[src/rtl/tx_link_ctrl_ml_if.sv]
// Link-controller signal bundle: frame timing, SYNC~, configuration and lane/status outputs.
// master drives the controller inputs, slave is the controller itself.
interface tx_link_ctrl_ml_if #(
  parameter int NUM_LANES = 4
);
  logic                   frame_clk;
  logic                   lmfc_clk;
  logic                   i_sync_n;
  logic [7:0]             i_F;
  logic [7:0]             i_ila_multiframe_length;
  logic [NUM_LANES-1:0]   i_lane_en;
  logic [1:0]             i_test_mode;
  logic [4*NUM_LANES-1:0] o_link_mux;
  logic [1:0]             o_state;
  logic [7:0]             o_ila_mf_idx;
  logic                   o_ila_cfg_mf;
  logic [1:0]             o_test_sel;
  logic                   o_link_up;
  logic                   o_resync;
  logic                   o_err_report;
  logic [7:0]             o_err_cnt;

  modport master (
    output frame_clk, lmfc_clk, i_sync_n, i_F, i_ila_multiframe_length, i_lane_en, i_test_mode,
    input  o_link_mux, o_state, o_ila_mf_idx, o_ila_cfg_mf, o_test_sel, o_link_up, o_resync,
           o_err_report, o_err_cnt
  );

  modport slave (
    input  frame_clk, lmfc_clk, i_sync_n, i_F, i_ila_multiframe_length, i_lane_en, i_test_mode,
    output o_link_mux, o_state, o_ila_mf_idx, o_ila_cfg_mf, o_test_sel, o_link_up, o_resync,
           o_err_report, o_err_cnt
  );
endinterface

[src/rtl/tx_link_ctrl_ml.sv]
// Transmit link controller: SYNC~ handshake, ILA sequencing, data/test lane selection,
// SYNC~ error reporting and resync handling for NUM_LANES lanes.
module tx_link_ctrl_ml #(
  parameter int NUM_LANES     = 4,
  parameter int RESYNC_FRAMES = 5
) (
  input logic              clk,
  input logic              rst_n,
  tx_link_ctrl_ml_if.slave link
);

  typedef enum logic [1:0] {
    ST_SYNC      = 2'd0,
    ST_INIT_LANE = 2'd1,
    ST_DATA_ENC  = 2'd2,
    ST_TEST      = 2'd3
  } state_e;

  localparam logic [3:0]             RESYNC_TH = 4'(RESYNC_FRAMES);
  localparam logic [4*NUM_LANES-1:0] MUX_RESET = {NUM_LANES{4'b0010}};

  state_e                 state, next_state;
  logic [3:0]             k_cnt, sync_cnt, kmin;
  logic [7:0]             ila_cnt, err_cnt;
  logic [8:0]             f_octets;
  logic                   test_active, resync_req, err_req, ila_done, sync_ok;
  logic [3:0]             lane_code;
  logic [4*NUM_LANES-1:0] mux_next, link_mux;
  logic                   link_up, resync_q, err_report_q;
  logic [1:0]             test_sel;

  assign f_octets = {1'b0, link.i_F} + 9'd1;

  // Minimum frames of K characters before the receiver may be handed ILA.
  always_comb begin
    // NOTE: every always_comb output gets a default first so no path can infer a latch.
    kmin = 4'd2;
    if (f_octets == 9'd1)       kmin = 4'd10;
    else if (f_octets == 9'd2)  kmin = 4'd6;
    else if (f_octets <= 9'd4)  kmin = 4'd4;
    else if (f_octets <= 9'd8)  kmin = 4'd3;
  end

  assign test_active = (link.i_test_mode != 2'b00);
  assign sync_ok     = link.lmfc_clk && link.i_sync_n && (k_cnt >= kmin);
  assign ila_done    = link.lmfc_clk && (ila_cnt == link.i_ila_multiframe_length);
  // Test mode outranks a resync; a resync outranks ILA completion.
  assign resync_req  = ((state == ST_INIT_LANE) || (state == ST_DATA_ENC)) &&
                       (sync_cnt >= RESYNC_TH) && !test_active;
  // A short SYNC~ low pulse ends the clk i_sync_n returns high while sync_cnt still holds its length.
  assign err_req     = (state == ST_DATA_ENC) && link.i_sync_n &&
                       (sync_cnt != 4'd0) && (sync_cnt < RESYNC_TH);

  // NOTE: asynchronous active-low reset; all sequential state uses non-blocking assignments.
  always_ff @(posedge clk or negedge rst_n) begin
    if (!rst_n) state <= ST_SYNC;
    else        state <= next_state;
  end

  always_comb begin
    next_state = ST_SYNC;
    if (test_active) begin
      next_state = ST_TEST;
    end else begin
      case (state)
        ST_SYNC:      next_state = sync_ok ? ST_INIT_LANE : ST_SYNC;
        ST_INIT_LANE: begin
          if (resync_req)    next_state = ST_SYNC;
          else if (ila_done) next_state = ST_DATA_ENC;
          else               next_state = ST_INIT_LANE;
        end
        ST_DATA_ENC:  next_state = resync_req ? ST_SYNC : ST_DATA_ENC;
        default:      next_state = ST_SYNC;
      endcase
    end
  end

  always_comb begin
    lane_code = 4'b0010;
    case (state)
      ST_INIT_LANE: lane_code = 4'b0100;
      ST_DATA_ENC:  lane_code = 4'b0001;
      ST_TEST:      lane_code = 4'b1000;
      default:      lane_code = 4'b0010;
    endcase
  end

  always_comb begin
    mux_next = '0;
    for (int i = 0; i < NUM_LANES; i++) begin
      if (link.i_lane_en[i]) mux_next[4*i +: 4] = lane_code;
    end
  end

  always_ff @(posedge clk or negedge rst_n) begin
    if (!rst_n) begin
      k_cnt        <= '0;
      ila_cnt      <= '0;
      sync_cnt     <= '0;
      err_cnt      <= '0;
      resync_q     <= 1'b0;
      err_report_q <= 1'b0;
      link_mux     <= MUX_RESET;
      link_up      <= 1'b0;
      test_sel     <= '0;
    end else begin
      if (state != ST_SYNC)                          k_cnt <= '0;
      else if (link.frame_clk && (k_cnt != 4'hF))    k_cnt <= k_cnt + 4'd1;

      // Multiframe 0 begins on the strobe that enters INIT_LANE, so the count starts there at 0.
      if ((state != ST_INIT_LANE) || (next_state != ST_INIT_LANE)) ila_cnt <= '0;
      else if (link.lmfc_clk)                                      ila_cnt <= ila_cnt + 8'd1;

      if (link.i_sync_n)                                sync_cnt <= '0;
      else if (link.frame_clk && (sync_cnt != 4'hF))    sync_cnt <= sync_cnt + 4'd1;

      if (err_req && (err_cnt != 8'hFF)) err_cnt <= err_cnt + 8'd1;

      resync_q     <= resync_req;
      err_report_q <= err_req;
      link_mux     <= mux_next;
      link_up      <= (state == ST_DATA_ENC);
      test_sel     <= (state == ST_TEST) ? link.i_test_mode : 2'b00;
    end
  end

  assign link.o_state      = state;
  assign link.o_ila_mf_idx = (state == ST_INIT_LANE) ? ila_cnt : 8'd0;
  assign link.o_ila_cfg_mf = (state == ST_INIT_LANE) && (ila_cnt == 8'd1);
  assign link.o_link_mux   = link_mux;
  assign link.o_link_up    = link_up;
  assign link.o_test_sel   = test_sel;
  assign link.o_resync     = resync_q;
  assign link.o_err_report = err_report_q;
  assign link.o_err_cnt    = err_cnt;

endmodule

[src/flat_wrapper.sv]
// flat-port wrapper written by rule: the top's interface ports become plain ports
module tx_link_ctrl_ml_flat 
#(
  parameter int NUM_LANES     = 4,
  parameter int RESYNC_FRAMES = 5
)
  (clk, rst_n, link_frame_clk, link_lmfc_clk, link_i_sync_n, link_i_F, link_i_ila_multiframe_length, link_i_lane_en, link_i_test_mode, link_o_link_mux, link_o_state, link_o_ila_mf_idx, link_o_ila_cfg_mf, link_o_test_sel, link_o_link_up, link_o_resync, link_o_err_report, link_o_err_cnt);
  tx_link_ctrl_ml_if #(.NUM_LANES(NUM_LANES)) link_i ();
  input logic clk;
  input logic rst_n;
  input wire logic [$bits(link_i.frame_clk)-1:0] link_frame_clk;
  input wire logic [$bits(link_i.lmfc_clk)-1:0] link_lmfc_clk;
  input wire logic [$bits(link_i.i_sync_n)-1:0] link_i_sync_n;
  input wire logic [$bits(link_i.i_F)-1:0] link_i_F;
  input wire logic [$bits(link_i.i_ila_multiframe_length)-1:0] link_i_ila_multiframe_length;
  input wire logic [$bits(link_i.i_lane_en)-1:0] link_i_lane_en;
  input wire logic [$bits(link_i.i_test_mode)-1:0] link_i_test_mode;
  output wire logic [$bits(link_i.o_link_mux)-1:0] link_o_link_mux;
  output wire logic [$bits(link_i.o_state)-1:0] link_o_state;
  output wire logic [$bits(link_i.o_ila_mf_idx)-1:0] link_o_ila_mf_idx;
  output wire logic [$bits(link_i.o_ila_cfg_mf)-1:0] link_o_ila_cfg_mf;
  output wire logic [$bits(link_i.o_test_sel)-1:0] link_o_test_sel;
  output wire logic [$bits(link_i.o_link_up)-1:0] link_o_link_up;
  output wire logic [$bits(link_i.o_resync)-1:0] link_o_resync;
  output wire logic [$bits(link_i.o_err_report)-1:0] link_o_err_report;
  output wire logic [$bits(link_i.o_err_cnt)-1:0] link_o_err_cnt;
  assign link_i.frame_clk = link_frame_clk;
  assign link_i.lmfc_clk = link_lmfc_clk;
  assign link_i.i_sync_n = link_i_sync_n;
  assign link_i.i_F = link_i_F;
  assign link_i.i_ila_multiframe_length = link_i_ila_multiframe_length;
  assign link_i.i_lane_en = link_i_lane_en;
  assign link_i.i_test_mode = link_i_test_mode;
  assign link_o_link_mux = link_i.o_link_mux;
  assign link_o_state = link_i.o_state;
  assign link_o_ila_mf_idx = link_i.o_ila_mf_idx;
  assign link_o_ila_cfg_mf = link_i.o_ila_cfg_mf;
  assign link_o_test_sel = link_i.o_test_sel;
  assign link_o_link_up = link_i.o_link_up;
  assign link_o_resync = link_i.o_resync;
  assign link_o_err_report = link_i.o_err_report;
  assign link_o_err_cnt = link_i.o_err_cnt;
  tx_link_ctrl_ml #(.NUM_LANES(NUM_LANES), .RESYNC_FRAMES(RESYNC_FRAMES)) u_core (.clk(clk), .rst_n(rst_n), .link(link_i));
endmodule
[config.mk]
export PLATFORM = sky130hd
export DESIGN_NAME = tx_link_ctrl_ml_flat
export DESIGN_NICKNAME = d
export VERILOG_FILES = /design/src/rtl/tx_link_ctrl_ml_if.sv /design/src/rtl/tx_link_ctrl_ml.sv /design/src/flat_wrapper.sv
export SDC_FILE = /design/constraint.sdc
export NUM_CORES = 1
export LEC_CHECK = 0
export BUFFER_PORTS_ARGS = -buffer_cell sky130_fd_sc_hd__buf_4
export CORE_MARGIN = 4
export CORE_UTILIZATION = 44
export CTS_BUF_LIST = sky130_fd_sc_hd__clkbuf_16
export CTS_CLUSTER_DIAMETER = 50
export CTS_CLUSTER_SIZE = 30
export DETAILED_ROUTE_END_ITERATION = 8
export PLACE_DENSITY = 0.73
export SLEW_MARGIN = 20
export SYNTH_ARGS = -nofsm -noshare
export SYNTH_HDL_FRONTEND = slang
export SYNTH_SLANG_ARGS = --single-unit
[constraint.sdc]
create_clock -name clk -period 1.71 [get_ports clk]
set_clock_uncertainty 0.1 [all_clocks]
set_input_delay 0.513 -clock clk [delete_from_list [all_inputs] [get_ports clk]]
set_output_delay 0.513 -clock clk [all_outputs]
set_load 0.02 [all_outputs]
==> results.ini, run 1 <==
[timing]
max_slew_margin = 0.742
hold_viol_final = 0
min_period_over_period = 1.63
fin_crit_ns = 2.79
grt_setup_unrepaired = yes
setup_tns_ns = -13.48
maxSlewViolCount = 0
tightest_slew_ns = 0.388
fmax_mhz = 358
worst_slack_ns = -1.08
finalSetupViolCount = 26

[worst_setup_path]
critical_path_peak_fanout = 8
reg2reg_depth = 9
cp-start-kind = input pin
r2r_start = u_core.link.o_state[0]$_DFF_PN0_
required_ns = 1.78
rrSetupSlack_ns = -0.22
reg2reg_to = u_core.ila_cnt[1]$_DFFE_PN0P_
arrival_ns = 2.86
path_class = input pin to flip-flop
endpoint_kind = flip-flop

[pwr]
netSwitchingFraction = 0.254
powerDensity_nw_per_um2 = 686
ir_drop_v = 0.000649
leakage_nw = 2.07
p_comb_frac = 0.230
seqPwrFrac = 0.414
p_sw_mw = 0.748
power.internal_mw = 2.19
clkPwrFrac = 0.356

[logic_synthesis]
synth.yosys.seq_area_share = 0.428
ys_async_sr_fraction = 1.00
syn_avg_cell_area_sq_um = 10.4
netlist_instances = 265
ys_ff_latch = 47
synth_edf_count = 0
syn_nets = 315
ys_warn_count = 0
syn-cell-area_sq_um = 2760
ys.flop_type = dfrtp_1
ys_types = 47

[die]
fp.dieArea_sq_um = 7600
start_util = 0.461
io_pins = 67
fp.dieH_microns = 87.2
die_w_microns = 87.2
core_sq_um = 5990
std_cell_rows = 28

[drt]
avgRoutedWirePerCell_microns = 15.4
drc = 0
dr.pass1.iters = 4
dr_total_vias = 2401
avgViaCountPerCell = 5.11
wl_microns = 7230
dr.first_iter.drc_count = 70
ant_nets = 0

[cells_and_area]
drive_above_1_share = 0.471
layoutNonFillerInstCount = 470
diodes = 0
fin_nets = 444
nFillCells = 442
area_growth_pct = 55.3
fin_area_sq_um = 4290

[outcome]
violations = setup timing
status = complete, but fails checks

[placement]
dpl_cell_area_sq_um = 3830
dp_hpwl_microns = 5170
gp_congestion = 0.866
placed_cells = 453
portBuffers = 66

[clock_network]
hold_buffers = 0
clock-root-buffer = clkbuf_16
clk_transition_reported_paths_ns = 0.06
cts_buffers = 5
htree_levels = 2
numClockSinks = 47
tritoncts = built
cts_buffer_depth = 2
clk_latency_ns = 0.28

[grt]
grt_usage = 0.198
grt_max_degree = 30
gr-total-overflow = 0
grt_pass1_vias = 2575
antenna_found_initial = 0
grt_pass1_wl_microns = 11900

[min_path]
holdCritPathClass = input pin to asynchronous set/reset pin

[job]
maxCapViolCount = 0

[power groups by stage]
stage               sequential, mW  combinational [mW]  clock, mW
finish                        1.22               0.675       1.05
floorplan                     1.31               0.223          0
CTS                           1.22               0.662       1.07
global placement              1.24               0.605          0
detailed placement            1.24               0.619          0
global route                  1.23               0.734       1.13
[worst max-delay path by stage]
stage                     start                       endpoint  depth (start not counted)
CTS                 link_i_F[1]  u_core.ila_cnt[3]$_DFFE_PN0P_                         15
finish              link_i_F[1]  u_core.ila_cnt[7]$_DFFE_PN0P_                         15
global placement    link_i_F[0]  u_core.ila_cnt[7]$_DFFE_PN0P_                         13
global route        link_i_F[1]  u_core.ila_cnt[7]$_DFFE_PN0P_                         15
floorplan           link_i_F[0]  u_core.ila_cnt[7]$_DFFE_PN0P_                         14
detailed placement  link_i_F[0]  u_core.ila_cnt[0]$_DFFE_PN0P_                         13
[cells in the final DEF (no fill, tap or decap), drive strengths merged, types with 2 or more instances in the layout]
master	instances
and3	7
nand4	9
dfrtp	43
nand3	12
a21oi	8
ha	23
nor3b	3
xor2	17
inv	14
and2	31
clkbuf	5
nor3	10
o21ai	3
dfstp	4
nor2	14
a2111oi	2
nand3b	2
a311oi	2
nand4b	2
nor4	3
nand2	17
buf	129
xnor2	15
[state kept, by name, summed over array words and instances (netlist names)]
register and count:
u_core.ila_cnt 8, u_core.k_cnt 4, u_core.link.o_err_cnt 8, u_core.link.o_err_report 1, u_core.link.o_link_mux 16, u_core.link.o_link_up 1
u_core.link.o_resync 1, u_core.link.o_state 2, u_core.link.o_test_sel 2, u_core.sync_cnt 4
[critical path, cell delays in order]
cell	delay, ns
buf_8	0.11
inv_4	0.05
ha_4	0.21
nor4bb_4	0.25
nor3_1	0.06
a211o_1	0.22
a21o_1	0.20
a41oi_2	0.15
ha_1	0.25
o21ai_1	0.12
a21oi_1	0.05
o31a_1	0.29
a22oi_4	0.18
buf_12	0.15
nor3_1	0.05
[repair_timing]
| action | in CTS | in global routing |
|---|---|---|
| gates resized for setup | 41 | 10 |
| endpoints found under the setup margin | 27 | 28 |
| setup buffers | 6 | 5 |
| pin swaps | 18 | 4 |
| hold endpoints to repair | 0 | 0 |
[metal layers]
| metal | vias to the layer above | global-route usage | routed length [microns] |
|---|---|---|---|
| li1 | 1180 | - | - |
| met1 | 1156 | 0.230 | 2900 |
| met2 | 59 | 0.369 | 3820 |
| met3 | 6 | 0.0426 | 424 |
| met4 | 0 | 0.0502 | 79 |
| met5 | - | 0 | 0 |
[synth_stat cells, types with 2 or more instances]
cell	number	area share
dfrtp_1	43	0.39
and2_1	31	0.070
ha_1	23	0.10
nand2_1	17	0.023
xor2_1	17	0.054
xnor2_1	15	0.048
nor2_1	14	0.019
inv_1	12	0.016
nand3_1	12	0.022
nor3_1	10	0.018
nand4_1	9	0.020
a21oi_1	8	0.015
and3_1	7	0.016
dfstp_2	4	0.038
buf_2	3	0.0054
clkbuf_1	3	0.0041
a311oi_1	2	0.0064
nand3b_1	2	0.0054
nand4b_1	2	0.0064
nor3b_2	2	0.0091
nor4_2	2	0.0091
o21ai_0	2	0.0036
[cell type report]
type / count / area, sq um / area share
repair buffers: 129 / 1080 / 0.253
inverters: 12 / 55.1 / 0.0128
clock buffers: 5 / 125 / 0.0292
well taps: 75 / 93.8 / 0.0219
flip-flops and latches: 47 / 1180 / 0.276
multi-input cells: 199 / 1710 / 0.398
clock inverters: 3 / 37.5 / 0.00876
[metrics by stage]
stage          power (mW)  setup slack [ns]  hold slack, ns  utilization
2_1_floorplan        1.54             -1.28           0.117            -
3_3_place_gp         1.84             -1.56           0.357        0.640
3_5_place_dp         1.86             -1.63           0.360        0.640
4_1_cts              2.95             -1.09          0.0657        0.704
5_1_grt              3.09             -1.25          0.0819        0.715
6_report             2.94             -1.08          0.0569        0.715
[cells by family after synthesis]
family / after synthesis / synth area share
multiplexers: 1 / 0.00408
XOR/XNOR: 32 / 0.102
AO/OA/AOI/OAI: 30 / 0.0998
adder cells (fa/ha/maj): 23 / 0.104
AND/OR/NAND/NOR: 113 / 0.232
flip-flops: 47 / 0.428
buffers and inverters: 19 / 0.0299
Note: power is estimated with default switching activity, not from simulation.
==> run 2, diff against run 1 <==
Settings changed: HOLD_SLACK_MARGIN set to 0.06, PLACE_DENSITY 0.73 to 0.68.
==> results.ini, run 2 (synthesis gave the netlist of run 1 again) <==
[worst_setup_path]
crit_chain = buf_8 -> inv_4 -> ha_4 -> nor4bb_4 -> nor3_1 -> a211o_1 -> a21o_1 -> a41oi_2 -> ha_1 -> o21ai_1 -> a21oi_1 -> o31a_1 -> a22oi_4 -> buf_12 -> nor3_2
reg2reg_to = u_core.ila_cnt[6]$_DFFE_PN0P_
endpoint_kind = flip-flop
cp-start-kind = input pin
crit_start = link_i_F[1]
slowest_stage = o31a_1
critical_path_peak_fanout = 8  ; unchanged
arrival_ns = 2.90  ; +0.04 ns
r2r_start = u_core.link.o_state[0]$_DFF_PN0_
reg2reg_depth = 9  ; unchanged
worst_path_largest_cell_delay_ns = 0.29  ; about the same
path_class = input pin to flip-flop
required_ns = 1.78  ; about the same
rrSetupSlack_ns = -0.29  ; -0.07 ns

[timing]
fmax_mhz = 353  ; -1.4%
hold_viol_final = 0  ; unchanged
maxSlewViolCount = 0  ; unchanged
finalSetupViolCount = 26  ; unchanged
tightest_slew_ns = 0.596  ; +0.209 ns
min_period_over_period = 1.66  ; +0.0227
grt_setup_unrepaired = yes
worst_slack_ns = -1.12  ; -0.0388 ns
fin_crit_ns = 2.83  ; +0.0388 ns
max_slew_margin = 0.603  ; -0.139
whs_ns = 0.133  ; +0.0765 ns

[grt]
grt_usage = 0.181  ; -0.0176
grt_pass1_vias = 2425  ; -5.8%
gr-total-overflow = 0  ; unchanged
grt_max_degree = 48  ; +60%
antenna_found_initial = 0  ; unchanged
grt_pass1_wl_microns = 11000  ; -8.1%

[placement]
gp_congestion = 0.856  ; -1.1%
placed_cells = 454  ; +0.22%
preCtsSetupSlack_ns = -1.62  ; +0.00579 ns
dp_hpwl_microns = 5050  ; -2.3%
portBuffers = 66  ; unchanged

[cells_and_area]
fin_nets = 444  ; unchanged
layoutNonFillerInstCount = 470  ; unchanged
largest_reg_flops = 16  ; unchanged
final_cell_mix = buf_4 (112), dfrtp_1 (41), and2_1 (23)
drive_above_1_share = 0.476  ; +0.00506
area_growth_pct = 52.8
final_common_cell = buf_4
diodes = 0  ; unchanged

[clock_network]
numClockSinks = 47  ; unchanged
htree_levels = 2  ; unchanged
hold_buffers = 0  ; unchanged
cts_buffer_depth = 2  ; unchanged
tritoncts = built
clk_latency_ns = 0.28  ; about the same
clock-root-buffer = clkbuf_16
clk_transition_reported_paths_ns = 0.07  ; about the same
cts_buffers = 5  ; unchanged

[die]
start_util = 0.461  ; unchanged
io_pins = 67  ; unchanged
die_w_microns = 87.2  ; unchanged
std_cell_rows = 28  ; unchanged
fp.dieH_microns = 87.2  ; unchanged
fp.dieArea_sq_um = 7600  ; unchanged
core_sq_um = 5990  ; unchanged

[drt]
drc = 0  ; unchanged
ant_nets = 0  ; unchanged
dr.pass1.iters = 4  ; unchanged
wl_microns = 6910  ; -4.4%
avgRoutedWirePerCell_microns = 14.7  ; -4.4%
dr_total_vias = 2405  ; +0.17%
avgViaCountPerCell = 5.12  ; +0.17%
dr.first_iter.drc_count = 91  ; +30%

[pwr]
p_total_mw = 2.85  ; -3.2%
ir_drop_v = 0.000933  ; +44%
powerDensity_nw_per_um2 = 675  ; -1.6%
leakage_nw = 2.03  ; -2.2%

[job]
maxCapViolCount = 0  ; unchanged

[outcome]
violations = setup timing
status = complete, but fails checks

[min_path]
holdCritPathClass = input pin to asynchronous set/reset pin

[run 2: how the worst max path moves through the flow]
stage	slack (ns)	depth (start not counted)	to
after floorplan	-1.28	14	u_core.ila_cnt[7]$_DFFE_PN0P_
after global placement	-1.53	13	u_core.ila_cnt[7]$_DFFE_PN0P_
after detailed placement	-1.62	13	u_core.ila_cnt[7]$_DFFE_PN0P_
after CTS	-1.14	15	u_core.ila_cnt[0]$_DFFE_PN0P_
after global routing	-1.21	15	u_core.ila_cnt[6]$_DFFE_PN0P_
final	-1.12	15	u_core.ila_cnt[0]$_DFFE_PN0P_
[run 2: final cells by class]
| cell class | instances | area (sq um) |
|---|---|---|
| fill | 452 | 1780 |
| multi-input combinational | 199 | 1690 |
| sequential | 47 | 1180 |
| timing repair buffer | 129 | 1050 |
| clock buffer | 5 | 125 |
| tap | 75 | 93.8 |
| inverter | 12 | 52.6 |
| clock inverter | 3 | 20.0 |
[run 2: report_power, final]
| part | internal (mW) | switching (mW) | total (mW) |
|---|---|---|---|
| logic | 0.335 | 0.323 | 0.658 |
| clock network | 0.540 | 0.430 | 0.970 |
| registers | 1.17 | 0.0448 | 1.22 |
[run 2: timing repair]
action                                  CTS  global route
resized for setup                        33             8
pin swaps                                17             8
buffers inserted                          8             1
endpoints found under the setup margin   26            27
[run 2: per-layer routing]
| metal | up-vias | routed length, microns | global-route usage |
|---|---|---|---|
| li1 | 1178 | - | - |
| met1 | 1144 | 2850 | 0.219 |
| met2 | 74 | 3550 | 0.329 |
| met3 | 9 | 382 | 0.0369 |
| met4 | 0 | 117 | 0.0418 |
| met5 | - | 0 | 0 |
[run 2: worst max-delay path: cells and delay by family]
| kind | cells | cell delay [ns] |
|---|---|---|
| AO/OA/AOI/OAI | 7 | 1.24 |
| buffers and inverters | 3 | 0.30 |
| AND/OR/NAND/NOR | 3 | 0.37 |
| adder cells (fa/ha/maj) | 2 | 0.46 |
[run 2: metrics by stage]
step                       util  cell area (sq um)  setup TNS (ns)
after CTS                 0.698               4180          -13.77
after floorplan               -               2880          -11.51
final                     0.704               4220          -13.79
after global routing      0.704               4220          -15.50
after detailed placement  0.641               3840          -15.41
after global placement    0.641               3840          -14.62
==> run 3, diff against run 2 <==
Settings changed: CORE_UTILIZATION 44 to 25, PLACE_DENSITY 0.68 to 0.43.
==> results.ini, run 3 (synthesis gave the netlist of run 1 again) <==
[outcome]
status = complete, but fails checks
violations = setup timing

[drt]
ant_nets = 0  ; unchanged
dr_total_vias = 2338  ; -2.8%
dr.first_iter.drc_count = 59  ; -35%
dr.pass1.iters = 4  ; unchanged
drc = 0  ; unchanged
avgViaCountPerCell = 4.35  ; -15%
wl_microns = 7050  ; +2.1%
avgRoutedWirePerCell_microns = 13.1  ; -11%

[grt]
gr-total-overflow = 0  ; unchanged
grt_pass1_wl_microns = 11900  ; +8.3%
antenna_found_initial = 0  ; unchanged
grt_usage = 0.114  ; -0.0670
grt_pass1_vias = 2459  ; +1.4%
grt_max_degree = 22  ; -54%

[min_path]
whs_endpoint = u_core.link.o_link_mux[15]$_DFF_PN0_
holdPathStages = 2
holdCritPathClass = input pin to flip-flop
hold_start = link_i_lane_en[3]

[worst_setup_path]
required_ns = 1.78  ; about the same
path_class = input pin to flip-flop
endpoint_kind = flip-flop
reg2reg_to = u_core.ila_cnt[6]$_DFFE_PN0P_
r2r_start = u_core.link.o_state[0]$_DFF_PN0_
arrival_ns = 2.87  ; -0.03 ns
rrSetupSlack_ns = -0.25  ; +0.04 ns
reg2reg_depth = 10  ; +1
critical_path_peak_fanout = 8  ; unchanged
cp-start-kind = input pin

[die]
io_pins = 67  ; unchanged
core_sq_um = 10800  ; +81%
fp.dieH_microns = 113  ; +30%
fp.dieArea_sq_um = 12800  ; +68%
start_util = 0.255  ; -0.206
std_cell_rows = 38  ; +36%
die_w_microns = 113  ; +30%

[pwr]
p_comb_frac = 0.227  ; -0.004
p_total_mw = 2.98  ; +4.5%
ir_drop_v = 0.000582  ; -38%
power.internal_mw = 2.21  ; +7.7%
powerDensity_nw_per_um2 = 685  ; +1.4%
netSwitchingFraction = 0.259  ; -0.0218
leakage_nw = 2.06  ; +1.4%
clkPwrFrac = 0.365  ; +0.024
p_sw_mw = 0.769  ; -3.6%
seqPwrFrac = 0.407  ; -0.021

[timing]
whs_ns = 0.357  ; +0.224 ns
finalSetupViolCount = 26  ; unchanged
hold_viol_final = 0  ; unchanged
worst_slack_ns = -1.09  ; +0.0360 ns
min_period_over_period = 1.64  ; -0.0211
grt_setup_unrepaired = yes
fin_crit_ns = 2.80  ; -0.0360 ns
maxSlewViolCount = 0  ; unchanged
max_slew_margin = 0.753  ; +0.151
setup_tns_ns = -13.37  ; +0.419 ns
fmax_mhz = 358  ; +1.3%
tightest_slew_ns = 0.367  ; -0.229 ns

[clock_network]
clock-root-buffer = clkbuf_16
cts_buffers = 5  ; unchanged
tritoncts = built
clk_transition_reported_paths_ns = 0.06  ; about the same
cts_buffer_depth = 2  ; unchanged
htree_levels = 2  ; unchanged
clk_latency_ns = 0.29  ; about the same
numClockSinks = 47  ; unchanged

[placement]
preCtsSetupSlack_ns = -1.62  ; -0.00345 ns
gp_congestion = 0.730  ; -15%
dpl_cell_area_sq_um = 3960  ; +3.2%
portBuffers = 66  ; unchanged
dp_hpwl_microns = 5540  ; +9.6%

[cells_and_area]
nFillCells = 1078  ; +140%
largest_reg_flops = 16  ; unchanged
fin_nets = 446  ; +0.45%
diodes = 0  ; unchanged
final_cell_mix = buf_4 (109), dfrtp_1 (41), and2_1 (23)
drive_above_1_share = 0.461  ; -0.0150
area_growth_pct = 57.5
fin_area_sq_um = 4350  ; +3.1%
final_common_cell = buf_4

[job]
maxCapViolCount = 0  ; unchanged

-- run 3: cell types whose count changed in the layout (fill, tap and decap cells not counted), sizes merged --
cell | previous run | this run
buf | 129 | 130
bufinv | 0 | 1
clkinvlp | 1 | 0
dlygate4sd3 | 0 | 1
-- run 3: metal layers --
layer,wire [microns],share of wire,track usage
met1,3210,0.46,0.145
met2,3430,0.49,0.195
met3,409,0.058,0.0316
met4,0,0,0.0216
met5,0,0,0
-- run 3: power groups by stage --
stage	registers [mW]	clock network [mW]	logic, mW
finish	1.21	1.09	0.677
global route	1.22	1.18	0.739
CTS	1.21	1.13	0.685
detailed placement	1.23	0	0.650
global placement	1.23	0	0.651
floorplan	1.31	0	0.223
-- run 3: worst max path at each step --
stage	from	end	slack (ns)	depth (start not counted)
floorplan	link_i_F[0]	u_core.ila_cnt[7]$_DFFE_PN0P_	-1.28	14
CTS	link_i_F[1]	u_core.ila_cnt[6]$_DFFE_PN0P_	-1.09	15
global placement	link_i_F[0]	u_core.ila_cnt[7]$_DFFE_PN0P_	-1.58	13
detailed placement	link_i_F[0]	u_core.ila_cnt[7]$_DFFE_PN0P_	-1.62	13
global route	link_i_F[1]	u_core.ila_cnt[4]$_DFFE_PN0P_	-1.17	15
finish	link_i_F[1]	u_core.ila_cnt[6]$_DFFE_PN0P_	-1.09	15
-- run 3: worst max-delay path, stage by stage --
cell and delay [ns]:
buf_8 0.11, inv_4 0.05, ha_4 0.20, nor4bb_1 0.25
nor3_1 0.07, a211o_1 0.23, a21o_1 0.20, a41oi_2 0.16
ha_1 0.25, o21ai_1 0.12, a21oi_1 0.05, o31a_1 0.29
a22oi_4 0.18, buf_12 0.15, nor3_1 0.05
-- run 3: final cells by class --
| class | count | area [sq um] | area share |
|---|---|---|---|
| Timing Repair Buffer | 131 | 1100 | 0.254 |
| Clock buffer | 5 | 125 | 0.0288 |
| Multi-Input combinational cell | 199 | 1660 | 0.383 |
| Inverter | 12 | 55.1 | 0.0127 |
| Tap cell | 140 | 175 | 0.0403 |
| Sequential cell | 47 | 1180 | 0.272 |
| Clock inverter | 3 | 38.8 | 0.00893 |
-- run 3: through the flow --
stage,instances,utilization
floorplan,265,-
global placement,521,0.365
detailed placement,521,0.365
CTS,536,0.399
global route,537,0.401
finish,537,0.401
-- run 3: timing repair --
| action | CTS | global route |
|---|---|---|
| pin swaps | 17 | 5 |
| endpoints found under the setup margin | 27 | 28 |
| hold buffers | 1 | 0 |
| gates resized for setup | 34 | 3 |
| endpoints found under the hold margin | 13 | 0 |
| buffers inserted | 6 | 1 |
